$ cat src/rtl/output_port_arbiter.sv
// output_port_arbiter
//   Shares one switch output link among PORTS_NUM neighbour inputs plus the
//   local core (PORTS_NUM+1 requesters) using wormhole locking. The winner
//   of a round-robin pick owns the link until its tail flit has been
//   accepted downstream and retired by the source.
//
// Ports
//   clk, a_rst      clock, synchronous active-high reset
//   wr_ready_in     per-source flit-valid
//   data_i          per-source flits, source i at [i*BUS_SIZE +: BUS_SIZE]
//   r_ready_out     per-source accept pulse (one-hot, owner only)
//   wr_ready_out    flit-valid toward the downstream link
//   data_o          registered flit toward the downstream link
//   r_ready_in      downstream accept
//   grant_o         one-hot current owner, 0 while unlocked
//   timeout_evt     one-cycle pulse on forced lock release
//
// Build option
//   ARB_TIMEOUT_EN  when defined, a lock whose owner presents no flit for
//                   TIMEOUT_CYCLES cycles in LOAD is released. Undefined:
//                   lock is held indefinitely and timeout_evt is tied 0.
module output_port_arbiter #(
  parameter int DATA_SIZE      = 32,
  parameter int ADDR_SIZE      = 4,
  parameter int PORTS_NUM      = 4,
  parameter int TIMEOUT_CYCLES = 64
) (
  input  logic                                                clk,
  input  logic                                                a_rst,
  input  logic [PORTS_NUM:0]                                  wr_ready_in,
  input  logic [(DATA_SIZE+ADDR_SIZE+1)*(PORTS_NUM+1)-1:0]    data_i,
  output logic [PORTS_NUM:0]                                  r_ready_out,
  output logic                                                wr_ready_out,
  output logic [DATA_SIZE+ADDR_SIZE:0]                        data_o,
  input  logic                                                r_ready_in,
  output logic [PORTS_NUM:0]                                  grant_o,
  output logic                                                timeout_evt
);
  localparam int BUS_SIZE = DATA_SIZE + ADDR_SIZE + 1;
  localparam int NREQ     = PORTS_NUM + 1;
  localparam int IW       = (NREQ > 1) ? $clog2(NREQ) : 1;

  typedef enum logic [1:0] {IDLE, LOAD, SEND, ACK} state_t;

  state_t              state;
  logic [IW-1:0]       last_grant;
  logic [IW-1:0]       g;
  logic [IW-1:0]       winner;
  logic                found;
  logic                tail;
  logic [BUS_SIZE-1:0] slice [NREQ];

  for (genvar i = 0; i < NREQ; i++) begin : g_slice
    assign slice[i] = data_i[i*BUS_SIZE +: BUS_SIZE];
  end

  // Round-robin pick: scan from last_grant+1 and wrap, so the previous
  // owner is considered last.
  always_comb begin
    logic [IW:0] idx;
    winner = last_grant;
    found  = 1'b0;
    idx    = '0;
    for (int k = 1; k <= NREQ; k++) begin
      idx = {1'b0, last_grant} + (IW+1)'(k);
      if (idx >= (IW+1)'(NREQ)) idx = idx - (IW+1)'(NREQ);
      if (!found && wr_ready_in[idx[IW-1:0]]) begin
        winner = idx[IW-1:0];
        found  = 1'b1;
      end
    end
  end

`ifdef ARB_TIMEOUT_EN
  localparam int CW = (TIMEOUT_CYCLES > 1) ? $clog2(TIMEOUT_CYCLES) : 1;
  logic [CW-1:0] cnt;
`else
  assign timeout_evt = 1'b0;
`endif

  always_ff @(posedge clk) begin
    if (a_rst) begin
      state        <= IDLE;
      wr_ready_out <= 1'b0;
      r_ready_out  <= '0;
      data_o       <= '0;
      grant_o      <= '0;
      last_grant   <= IW'(PORTS_NUM);
      g            <= '0;
      tail         <= 1'b0;
`ifdef ARB_TIMEOUT_EN
      timeout_evt  <= 1'b0;
      cnt          <= '0;
`endif
    end else begin
`ifdef ARB_TIMEOUT_EN
      timeout_evt <= 1'b0;
      // Counter only runs while waiting in LOAD; any other state rearms it.
      if (state != LOAD) cnt <= '0;
`endif
      case (state)
        IDLE: begin
          if (found) begin
            g       <= winner;
            grant_o <= NREQ'(1) << winner;
            state   <= LOAD;
          end
        end
        LOAD: begin
          // Other requesters are ignored: the lock belongs to g.
          if (wr_ready_in[g]) begin
            data_o       <= slice[g];
            wr_ready_out <= 1'b1;
            state        <= SEND;
          end
`ifdef ARB_TIMEOUT_EN
          else if (cnt == CW'(TIMEOUT_CYCLES - 1)) begin
            timeout_evt <= 1'b1;
            grant_o     <= '0;
            last_grant  <= g;
            state       <= IDLE;
          end else begin
            cnt <= cnt + 1'b1;
          end
`endif
        end
        SEND: begin
          if (r_ready_in) begin
            wr_ready_out <= 1'b0;
            r_ready_out  <= NREQ'(1) << g;
            tail         <= data_o[ADDR_SIZE];
            state        <= ACK;
          end
        end
        ACK: begin
          r_ready_out <= '0;
          // Wait for the source to retire the flit before the next one,
          // otherwise the same flit would be loaded twice.
          if (!wr_ready_in[g]) begin
            if (tail) begin
              last_grant <= g;
              grant_o    <= '0;
              state      <= IDLE;
            end else begin
              state <= LOAD;
            end
          end
        end
        default: begin
          state        <= IDLE;
          wr_ready_out <= 1'b0;
          r_ready_out  <= '0;
          data_o       <= '0;
          grant_o      <= '0;
        end
      endcase
    end
  end
endmodule

$ cat config.mk
export PLATFORM = sky130hd
export DESIGN_NAME = output_port_arbiter
export DESIGN_NICKNAME = d
export VERILOG_FILES = /design/src/rtl/output_port_arbiter.sv
export SDC_FILE = /design/constraint.sdc
export NUM_CORES = 1
export LEC_CHECK = 0
export ABC_CLOCK_PERIOD_IN_PS = 9280
export CAP_MARGIN = 20
export CORE_MARGIN = 10
export CORE_UTILIZATION = 44
export CTS_CLUSTER_DIAMETER = 80
export DETAILED_ROUTE_END_ITERATION = 12
export HOLD_SLACK_MARGIN = 0.05
export PLACE_DENSITY = 0.89
export SLEW_MARGIN = 40
export SYNTH_ARGS = -nofsm -noshare
export SYNTH_HDL_FRONTEND = slang
export SYNTH_SLANG_ARGS = --single-unit
$ cat constraint.sdc
create_clock -name clk -period 9.28 [get_ports clk]
set_input_delay 1.392 -clock clk [delete_from_list [all_inputs] [get_ports clk]]
set_output_delay 1.392 -clock clk [all_outputs]
set_load 0.05 [all_outputs]
=== Word-level counts from Yosys, hierarchy flattened ===
Cells that the tools add are included.

* Register bits after elaboration: 57
* Bits of input ports: 193
* Output and inout port bits: 49
* Word-level logic and storage cells: 107

* $add $sub $neg: 10
* Magnitude comparators: 12
* Equality and inequality tests: 8
* Shift operators: 2
* Muxes and demuxes: 45
* Bitwise operators: 2
* Reductions and logical operators: 20

{| class="wikitable"
|+ Operator list
! operator !! count
|-
| 37-bit binary-select mux with 3-bit select || 1
|-
| 37-bit two-way mux || 2
|-
| 3-bit two-way mux || 10
|-
| 3-bit by 4-bit < comparator with 1-bit output (second input constant) || 6
|-
| 4-bit by 3-bit greater-or-equal comparator with 1-bit output (second input constant) || 5
|-
| 5-bit two-way mux || 4
|-
| 5-bit case mux with 2 select lines || 2
|-
| 1-bit binary-select mux with 3-bit select || 6
|-
| 3-bit subtractor (second input constant) || 5
|-
| 1-bit two-way mux || 14
|-
| 2-bit inequality test (second input constant) || 5
|-
| 1-bit by 3-bit << shifter with 5-bit output (first input constant) || 2
|-
| 3-bit by 2-bit adder with 4-bit output (second input constant) || 2
|-
| 3-bit by 3-bit adder with 4-bit output (second input constant) || 2
|-
| 2-bit two-way mux || 4
|-
| 2-bit case mux with 4 select lines || 1
|-
| 2-bit AND reduction || 4
|-
| 4-bit AND reduction || 2
|-
| 3-bit AND reduction || 2
|-
| 2-bit nonzero test || 3
|-
| 3-bit by 1-bit adder with 4-bit output (second input constant) || 1
|-
| 2-bit equality test (second input constant) || 2
|-
| 4-bit greater-or-equal comparator (second input constant) || 1
|-
| 1-bit logical AND || 4
|-
| other kinds (6) || 9
|}

=== Longest topological paths before layout ===
Gate-level depths: netlist of run 1.

* Depth after elaboration: 21
* Mapped depth: 13

=== Worst setup path before layout of run 1 ===
Ideal clock, no wire load.

* Path type: input port to flip-flop
* Start: input port wr_ready_in[1]
* End: register grant_o[1]
* Library setup time: 117 ps
* Arrival time: 3,225 ps
* Data required time: 9,163 ps
* Path slack: 5,937 ps
* Stages on the path: 9
* Buffers on the path: 1
* Path through: buf_2 -> or3b_1 -> a211oi_2 -> nor3_1 -> and3_1 -> a31o_1 -> a32o_1 -> or2_1 -> a32o_1

* Word-level cells in the longest chain between the ends: 18
* Elaborated cells between the ends (all ways): 36
* Those cells by class: 2 x eq/ne; 1 x shift; 24 x mux; 9 x reduce/logical

{| class="wikitable"
|+ Ends and longest elaborated chain
! what !! RTL line !! RTL
|-
| from (decl) || 30 || <nowiki>input logic [PORTS_NUM:0] wr_ready_in,</nowiki>
|-
| 1-bit binary-select mux with 3-bit select || 67 || <nowiki>if (!found && wr_ready_in[idx[IW-1:0]]) begin</nowiki>
|-
| 1-bit two-way mux (implied by the code) || 67 ||
|-
| 1-bit two-way mux || 67 ||
|-
| 1-bit logical NOT || 67 ||
|-
| 1-bit logical AND || 67 ||
|-
| 1-bit two-way mux || 67 ||
|-
| 1-bit logical NOT || 67 ||
|-
| 1-bit logical AND || 67 ||
|-
| (+2 left out) || -- ||
|-
| 1-bit logical AND || 67 ||
|-
| 1-bit two-way mux || 67 ||
|-
| 1-bit logical NOT || 67 ||
|-
| 1-bit logical AND || 67 ||
|-
| 3-bit two-way mux || 67 ||
|-
| 1-bit by 3-bit << shifter with 5-bit output || 105 || <nowiki>grant_o <= NREQ'(1) << winner;</nowiki>
|-
| 5-bit two-way mux || 103 || <nowiki>if (found) begin</nowiki>
|-
| 5-bit case mux with 2 select lines || 101 || <nowiki>case (state)</nowiki>
|-
| to (signal assigned) || 105 ||
|-
| to (decl) || 36 || <nowiki>output logic [PORTS_NUM:0] grant_o,</nowiki>
|}

Several ways; a longest one is shown, not always the timed one. The select of a mux whose other input is x is not followed.
A chain may end at the register's enable or synchronous reset.

=== Final worst setup path of run 1 ===
* Start: register last_grant[1]
* End: register grant_o[1]

* Word-level cells in the longest chain between the ends: 21
* Elaborated cells between the ends (all ways): 53
* Those cells by class: 10 x add/sub; 5 x order compare; 1 x eq/ne; 1 x shift; 27 x mux; 9 x reduce/logical

{| class="wikitable"
|+ Ends and longest elaborated chain
! what !! RTL line !! RTL
|-
| from (decl) || 46 || <nowiki>logic [IW-1:0] last_grant;</nowiki>
|-
| from (signal assigned) || 88 || <nowiki>last_grant <= IW'(PORTS_NUM);</nowiki>
|-
| from (signal assigned) || 141 || <nowiki>last_grant <= g;</nowiki>
|-
| 3-bit by 1-bit adder with 4-bit output || 65 || <nowiki>idx = {1'b0, last_grant} + (IW+1)'(k);</nowiki>
|-
| 4-bit by 3-bit greater-or-equal comparator with 1-bit output / 3-bit subtractor (equally long branches) || 66 || <nowiki>if (idx >= (IW+1)'(NREQ)) idx = idx - (IW+1)'(NREQ);</nowiki>
|-
| 3-bit two-way mux || 66 ||
|-
| 1-bit binary-select mux with 3-bit select || 67 ||
|-
| 1-bit two-way mux (implied by the code) || 67 ||
|-
| 1-bit two-way mux || 67 ||
|-
| 1-bit logical NOT || 67 ||
|-
| 1-bit logical AND || 67 ||
|-
| (+5 left out) || -- ||
|-
| 1-bit logical AND || 67 ||
|-
| 1-bit two-way mux || 67 ||
|-
| 1-bit logical NOT || 67 ||
|-
| 1-bit logical AND || 67 ||
|-
| 3-bit two-way mux || 67 ||
|-
| 1-bit by 3-bit << shifter with 5-bit output || 105 ||
|-
| 5-bit two-way mux || 103 ||
|-
| 5-bit case mux with 2 select lines || 101 ||
|}

Several ways; a longest one is shown, not always the timed one. The select of a mux whose other input is x is not followed.

==> impl_metrics.toml, run 1 <==
[outcome]
status = "finished, final reports clean"

[placed_design]
port-buffer-count = 240
place_inst = 831
dp_slack_ns = 5.25
globalplace.congestion = 0.961
dp_hpwl_mm = 17.1

[sta]
tns_ns = 0
hold_slack_ns = 0.470
fmax_ghz = 0.261
slew_violations = 0
relSlewSlack_pct = 52.4
period_share_pct = 41.3
clock_skew_ns = 0.00738
layout_min_cycle_time_ns = 3.83
setup_slack_ns = 5.45
finalHoldViolations = 0
worst_slew_pin_slew_ns = 0.713
report.final.setup_viol = 0
rsz0062_at_grt = "false"

[clocking]
cts_setup_buffers = 0
root_buffer = "clkbuf_8"
cts_buffers = 9
cts.clk_slew.worst_paths_ns = 0.06
cts_resized = 0
cts_hold_buf = 0
clock-sinks = 57
clock_latency_ns = 0.34
cts_tree = "done"
cts_buffer_depth = 2
htree_levels = 3

[worst_setup_path]
r2r-start = "last_grant[1]"
worstPathRequired_ns = 9.51
startpoint_type = "flip-flop"
cp_common_cell = "inv_1"
endpoint_kind = "flip-flop"
cp_slowest_cell = "ha_1"
path_cells = "inv_1 -> ha_1 -> inv_1 -> a2111oi_0 -> nor3_1 -> a21boi_2 -> nand2_1 -> o221a_1 -> or2_1 -> a32o_1"
critPathMaxFanout = 18
cpPeakStageDelay_ns = 0.82
r2r_slack_ns = 5.45
r2r_cells = 10
r2r_end = "grant_o[1]"
cp.arrival_ns = 4.06
path_class = "flip-flop to flip-flop"

[min_path]
whs_path_depth = 1
worstHoldEndpoint = "grant_o[3]"
hold_path.class = "flip-flop to flip-flop"
hp-start = "grant_o[3]"

[yosys]
mappedNetlistNets = 706
ys.flop_type = "dfxtp_1"
syn_inst = 498
synth_edf_count = 0
synth_top_area_cell = "dfxtp_1"
synthArstFlopShare_pct = 0
netlist_top_cells_area = "dfxtp_1 (24%), mux4_2 (18%), a211oi_1 (6.5%), a22oi_1 (6.2%), nor2_1 (4.7%)"
syn_area_um2 = 4730
yosysWarnings = 0
synth_cell_type_count = 83
netlist.area_leader.share_pct = 24.1
synth-seq-area-share_pct = 24.1
syn_area_per_cell_um2 = 9.49
yosys_register_bits = 57

[global_route]
antenna_found_initial = 0
gr-usage-all-layers_pct = 25.7
grt-ovfl-total = 0
grt_max_degree = 75
grt_pass1_wl_mm = 30.4
grt_pass1_vias = 5132

[routing]
drt_iter0_drc = 508
wire_per_inst_um = 25.0
drtPass1Iterations = 5
via_count = 5250
viasPerCell = 6.20
drcViolationCount = 0
ant_nets = 0
wirelength_mm = 21.2

[floorplan]
start_util_pct = 45.4
dieArea_um2 = 15300
ioPinCount = 242
coreArea_um2 = 10400
die_y_um = 124
die_w_um = 124
row_count = 37

[finish]
syn2layout_area_growth_pct = 54.9
final_cell_mix = "clkdlybuf4s50_1 (239), nor2_1 (58), dfxtp_1 (55)"
drive_gt1_share_pct = 13.2
fin_nets = 914
fin_cells = 847
layout_commonest_cell = "clkdlybuf4s50_1"
diodes = 0

[job]
maxCapViolCount = 0

[power]
power.density_nw_per_um2 = 201
leakage_uw = 0.00256
fin_total_pwr_uw = 1470
peakVddDrop_uv = 168
## sequential cells by signal, indices dropped and copies added, names as in the netlist
name and count:
g 3, tail 1, state 2, wr_ready_out 1, last_grant 3, r_ready_out 5
grant_o 5, data_o 37
## synthesized netlist by cell type (all sizes together), types with 3 or more instances
| cell | instances |
|---|---|
| nand2b | 8 |
| nand3 | 6 |
| inv | 20 |
| buf | 25 |
| a32o | 5 |
| o311ai | 3 |
| a21oi | 9 |
| a221oi | 4 |
| nor3 | 10 |
| o211ai | 11 |
| o31ai | 3 |
| ha | 14 |
| or3b | 4 |
| mux2i | 11 |
| a22oi | 39 |
| mux4 | 38 |
| a32oi | 5 |
| o21ai | 15 |
| nor2 | 60 |
| dfxtp | 57 |
| nand2 | 19 |
| nor2b | 6 |
| a211oi | 42 |
| or2 | 4 |
| o221ai | 3 |
| o21a | 5 |
| clkbuf | 23 |
| and3 | 6 |
## layer usage
metal  up-vias  global-route usage [%]  wire length (um)
met3        47                    8.64              2330
met5         -                       0                 0
met4         0                    9.61               754
met1      2509                    30.3              7530
met2       314                    42.5             10500
li1       2380                       -                 -
## worst max-delay path by stage
stage	startpoint	slack (ns)	end	cells after the start
2_1_floorplan	wr_ready_in[1]	5.94	grant_o[1]	9
3_3_place_gp	wr_ready_in[1]	5.29	grant_o[1]	9
3_5_place_dp	wr_ready_in[1]	5.25	grant_o[0]	9
4_1_cts	last_grant[1]	5.48	grant_o[0]	10
5_1_grt	last_grant[1]	5.11	grant_o[0]	10
6_report	last_grant[1]	5.45	grant_o[1]	10
## area by class of cell
class | count | area (um2)
clock inverters | 3 | 21.3
inverters | 20 | 75.1
well taps | 136 | 170
clock buffers | 13 | 180
fillers | 768 | 3100
multi-input cells | 373 | 3290
repair buffers | 245 | 2440
flip-flops and latches | 57 | 1150
## through the flow
step | cell area, um2 | util [%]
after floorplan | 4730 | -
after CTS | 7320 | 70.3
after detailed placement | 7120 | 68.3
after global routing | 7320 | 70.3
after global placement | 7110 | 68.3
final | 7320 | 70.3
## worst max-delay path, delay by kind of cell, from the launching register on
| family | cells | cell delay, ns |
|---|---|---|
| flops | 1 | 0.67 |
| simple gates | 3 | 0.59 |
| compound gates | 4 | 1.06 |
| buf+inv | 2 | 0.57 |
| fa+ha+maj | 1 | 0.82 |
## power by group
group / switching (uW) / internal (uW) / leakage (uW) / total [uW]
sequential: 63.0 / 313 / 0.000467 / 376
clock: 100 / 128 / 0.000101 / 228
combinational: 503 / 364 / 0.00199 / 868
total: 667 / 805 / 0.00256 / 1470
## kinds of logic after synthesis
kind of cell,Yosys count,synth area share (%)
multiplexers,50,20.7
AND/OR/NAND/NOR,133,14.8
other,1,0.0794
XOR/XNOR,3,0.556
adder cells (fa/ha/maj),15,4.13
flip-flops,57,24.1
AO/OA/AOI/OAI,171,29.0
buffers and inverters,68,6.54
Note: power is estimated with default switching activity, not from simulation.
==> run 2, diff against run 1 <==
--- a/config.mk
+++ b/config.mk
@@ -5,14 +5,14 @@
 export SDC_FILE = /design/constraint.sdc
 export NUM_CORES = 1
 export LEC_CHECK = 0
-export ABC_CLOCK_PERIOD_IN_PS = 9280
+export ABC_CLOCK_PERIOD_IN_PS = 3250
 export CAP_MARGIN = 20
 export CORE_MARGIN = 10
-export CORE_UTILIZATION = 44
+export CORE_UTILIZATION = 37
 export CTS_CLUSTER_DIAMETER = 80
 export DETAILED_ROUTE_END_ITERATION = 12
 export HOLD_SLACK_MARGIN = 0.05
-export PLACE_DENSITY = 0.89
+export PLACE_DENSITY = 0.79
 export SLEW_MARGIN = 40
 export SYNTH_ARGS = -nofsm -noshare
 export SYNTH_HDL_FRONTEND = slang
==> constraint.sdc (replaced) <==
create_clock -name clk -period 3.25 [get_ports clk]
set_input_delay 0.4875 -clock clk [delete_from_list [all_inputs] [get_ports clk]]
set_output_delay 0.4875 -clock clk [all_outputs]
set_load 0.05 [all_outputs]
==> run 2 against run 1 <==
Net effect: clock power rose to 4.3 times the previous value; sequential share of layout area down 0.67 points; flip-flop and latch count unchanged; worst hold slack better by 0.022 ns; cell count up 6.5%; non-clock buffer count up 19; combinational power rose to 2.9 times the previous value; worst setup slack worse by 5.3 ns; sequential power rose to 2.8 times the previous value; total power rose to 3.1 times the previous value; largest cell class unchanged; critical endpoint is now grant_o[3].
==> impl_metrics.toml, run 2 (synthesized netlist as in run 1, its figures left out) <==
[outcome]
status = "finished, final reports clean"

[floorplan]
die_w_um = 133
die_y_um = 133
dieArea_um2 = 17700
start_util_pct = 37.6
ioPinCount = 242
row_count = 41
coreArea_um2 = 12600

[finish]
drive_gt1_share_pct = 15.8
reg_top3 = "data_o: 37 flops, grant_o: 5 flops, r_ready_out: 5 flops"
regMostFlops = "data_o"
syn2layout_area_growth_pct = 61.6
fin_cells = 902
fin_area_um2 = 7640
final_cell_mix = "clkdlybuf4s50_1 (239), nor2_1 (58), dfxtp_1 (54)"
layout_commonest_cell = "clkdlybuf4s50_1"
largest_reg_flops = 37
utilization_pct = 60.8
fin_nets = 933

[power]
p_comb_share_pct = 55.1
seqPwrFrac_pct = 23.2
peakVddDrop_uv = 350
leakage_uw = 0.00270
p_sw_uw = 1910
power.density_nw_per_um2 = 595
swShare_pct = 42.0
internal_power_uw = 2640
fin_total_pwr_uw = 4550
clockPowerShare_pct = 21.8

[sta]
tns_ns = 0
layout_min_cycle_time_ns = 3.06
worst_slew_pin_slew_ns = 0.632
fmax_ghz = 0.326
slew_violations = 0
finalHoldViolations = 0
relSlewSlack_pct = 57.4
rsz0062_at_grt = "false"
clock_skew_ns = 0.00605
report.final.setup_viol = 0
period_share_pct = 94.2

[clocking]
root_buffer = "clkbuf_16"
clock_latency_ns = 0.32
cts_setup_buffers = 0
clock-sinks = 57
cts_hold_buf = 0
cts.clk_slew.worst_paths_ns = 0.05
htree_levels = 3
cts_tree = "done"
cts_buffer_depth = 2
cts_buffers = 9
cts_resized = 0

[worst_setup_path]
worstPathRequired_ns = 3.46
path_cells = "inv_2 -> buf_4 -> ha_1 -> buf_4 -> inv_1 -> a2111oi_0 -> nor3_1 -> a21boi_2 -> a31o_1 -> a32o_1 -> or2_1 -> a32o_1"
endpoint_kind = "flip-flop"
cpPeakStageDelay_ns = 0.37
startpoint_type = "flip-flop"
cp_slowest_cell = "nor3_1"
cp.arrival_ns = 3.27
path_class = "flip-flop to flip-flop"
critPathMaxFanout = 8

[placed_design]
dp_hpwl_mm = 17.2
place_inst = 886
globalplace.congestion = 1.00
port-buffer-count = 240
postPlaceCellArea_um2 = 7310

[min_path]
hold_path.class = "flip-flop to flip-flop"

[routing]
ant_nets = 0
wire_per_inst_um = 23.4
drtPass1Iterations = 6
via_count = 5190
drcViolationCount = 0
viasPerCell = 5.75
wirelength_mm = 21.1
drt_iter0_drc = 531

[global_route]
grt_pass1_vias = 5256
antenna_found_initial = 1
gr-usage-all-layers_pct = 23.0
grt_pass1_wl_mm = 32.1
grt-ovfl-total = 0
grt_max_degree = 75

[job]
maxCapViolCount = 0
run 2: worst paths after layout:
path	startpoint	to	slack, ns	depth (start not counted)
worst max-delay path	last_grant[0]	grant_o[3]	0.19	12
worst min-delay path	tail	tail	0.49	2
worst max register to register	last_grant[0]	grant_o[3]	0.19	12
worst min register to register	tail	tail	0.49	2
run 2: routing by layer:
layer | wire, um | global-route usage [%] | share of wire [%] | vias to the layer above
met3 | 1700 | 5.94 | 8.1 | 33
met5 | 0 | 0 | 0 | -
met2 | 10600 | 39.0 | 50 | 248
met1 | 8400 | 28.0 | 40 | 2485
met4 | 396 | 6.11 | 1.9 | 0
li1 | - | - | - | 2424
run 2: stage by stage:
stage / worst slack [ns] / hold WS, ns
after global routing: 0.000422 / 0.501
after CTS: 0.154 / 0.487
after global placement: 0.250 / 0.468
final: 0.187 / 0.492
after floorplan: 0.199 / 0.445
after detailed placement: 0.160 / 0.473
run 2: layout make-up:
class                           instances  area [um2]
Antenna cell                            1        2.50
Fill cell                            1072        4930
Timing Repair Buffer                  264        2590
Tap cell                              172         215
Inverter                               20        75.1
Multi-Input combinational cell        373        3300
Sequential cell                        57        1140
Clock inverter                          3        65.1
Clock buffer                           12         246
run 2: power by group through the flow:
stage	Combinational, uW	Clock, uW	Sequential (uW)
finish	2500	991	1050
global route	2670	1040	1080
CTS	2510	1000	1050
detailed placement	2490	0	1070
global placement	2450	0	1050
floorplan	1080	0	1590
run 2: worst max-delay path, delay by kind of cell, from the launching register on:
| family | cells | cell delay [ns] |
|---|---|---|
| buf+inv | 4 | 0.64 |
| compound gates | 5 | 1.03 |
| flops | 1 | 0.34 |
| simple gates | 2 | 0.61 |
| fa+ha+maj | 1 | 0.30 |
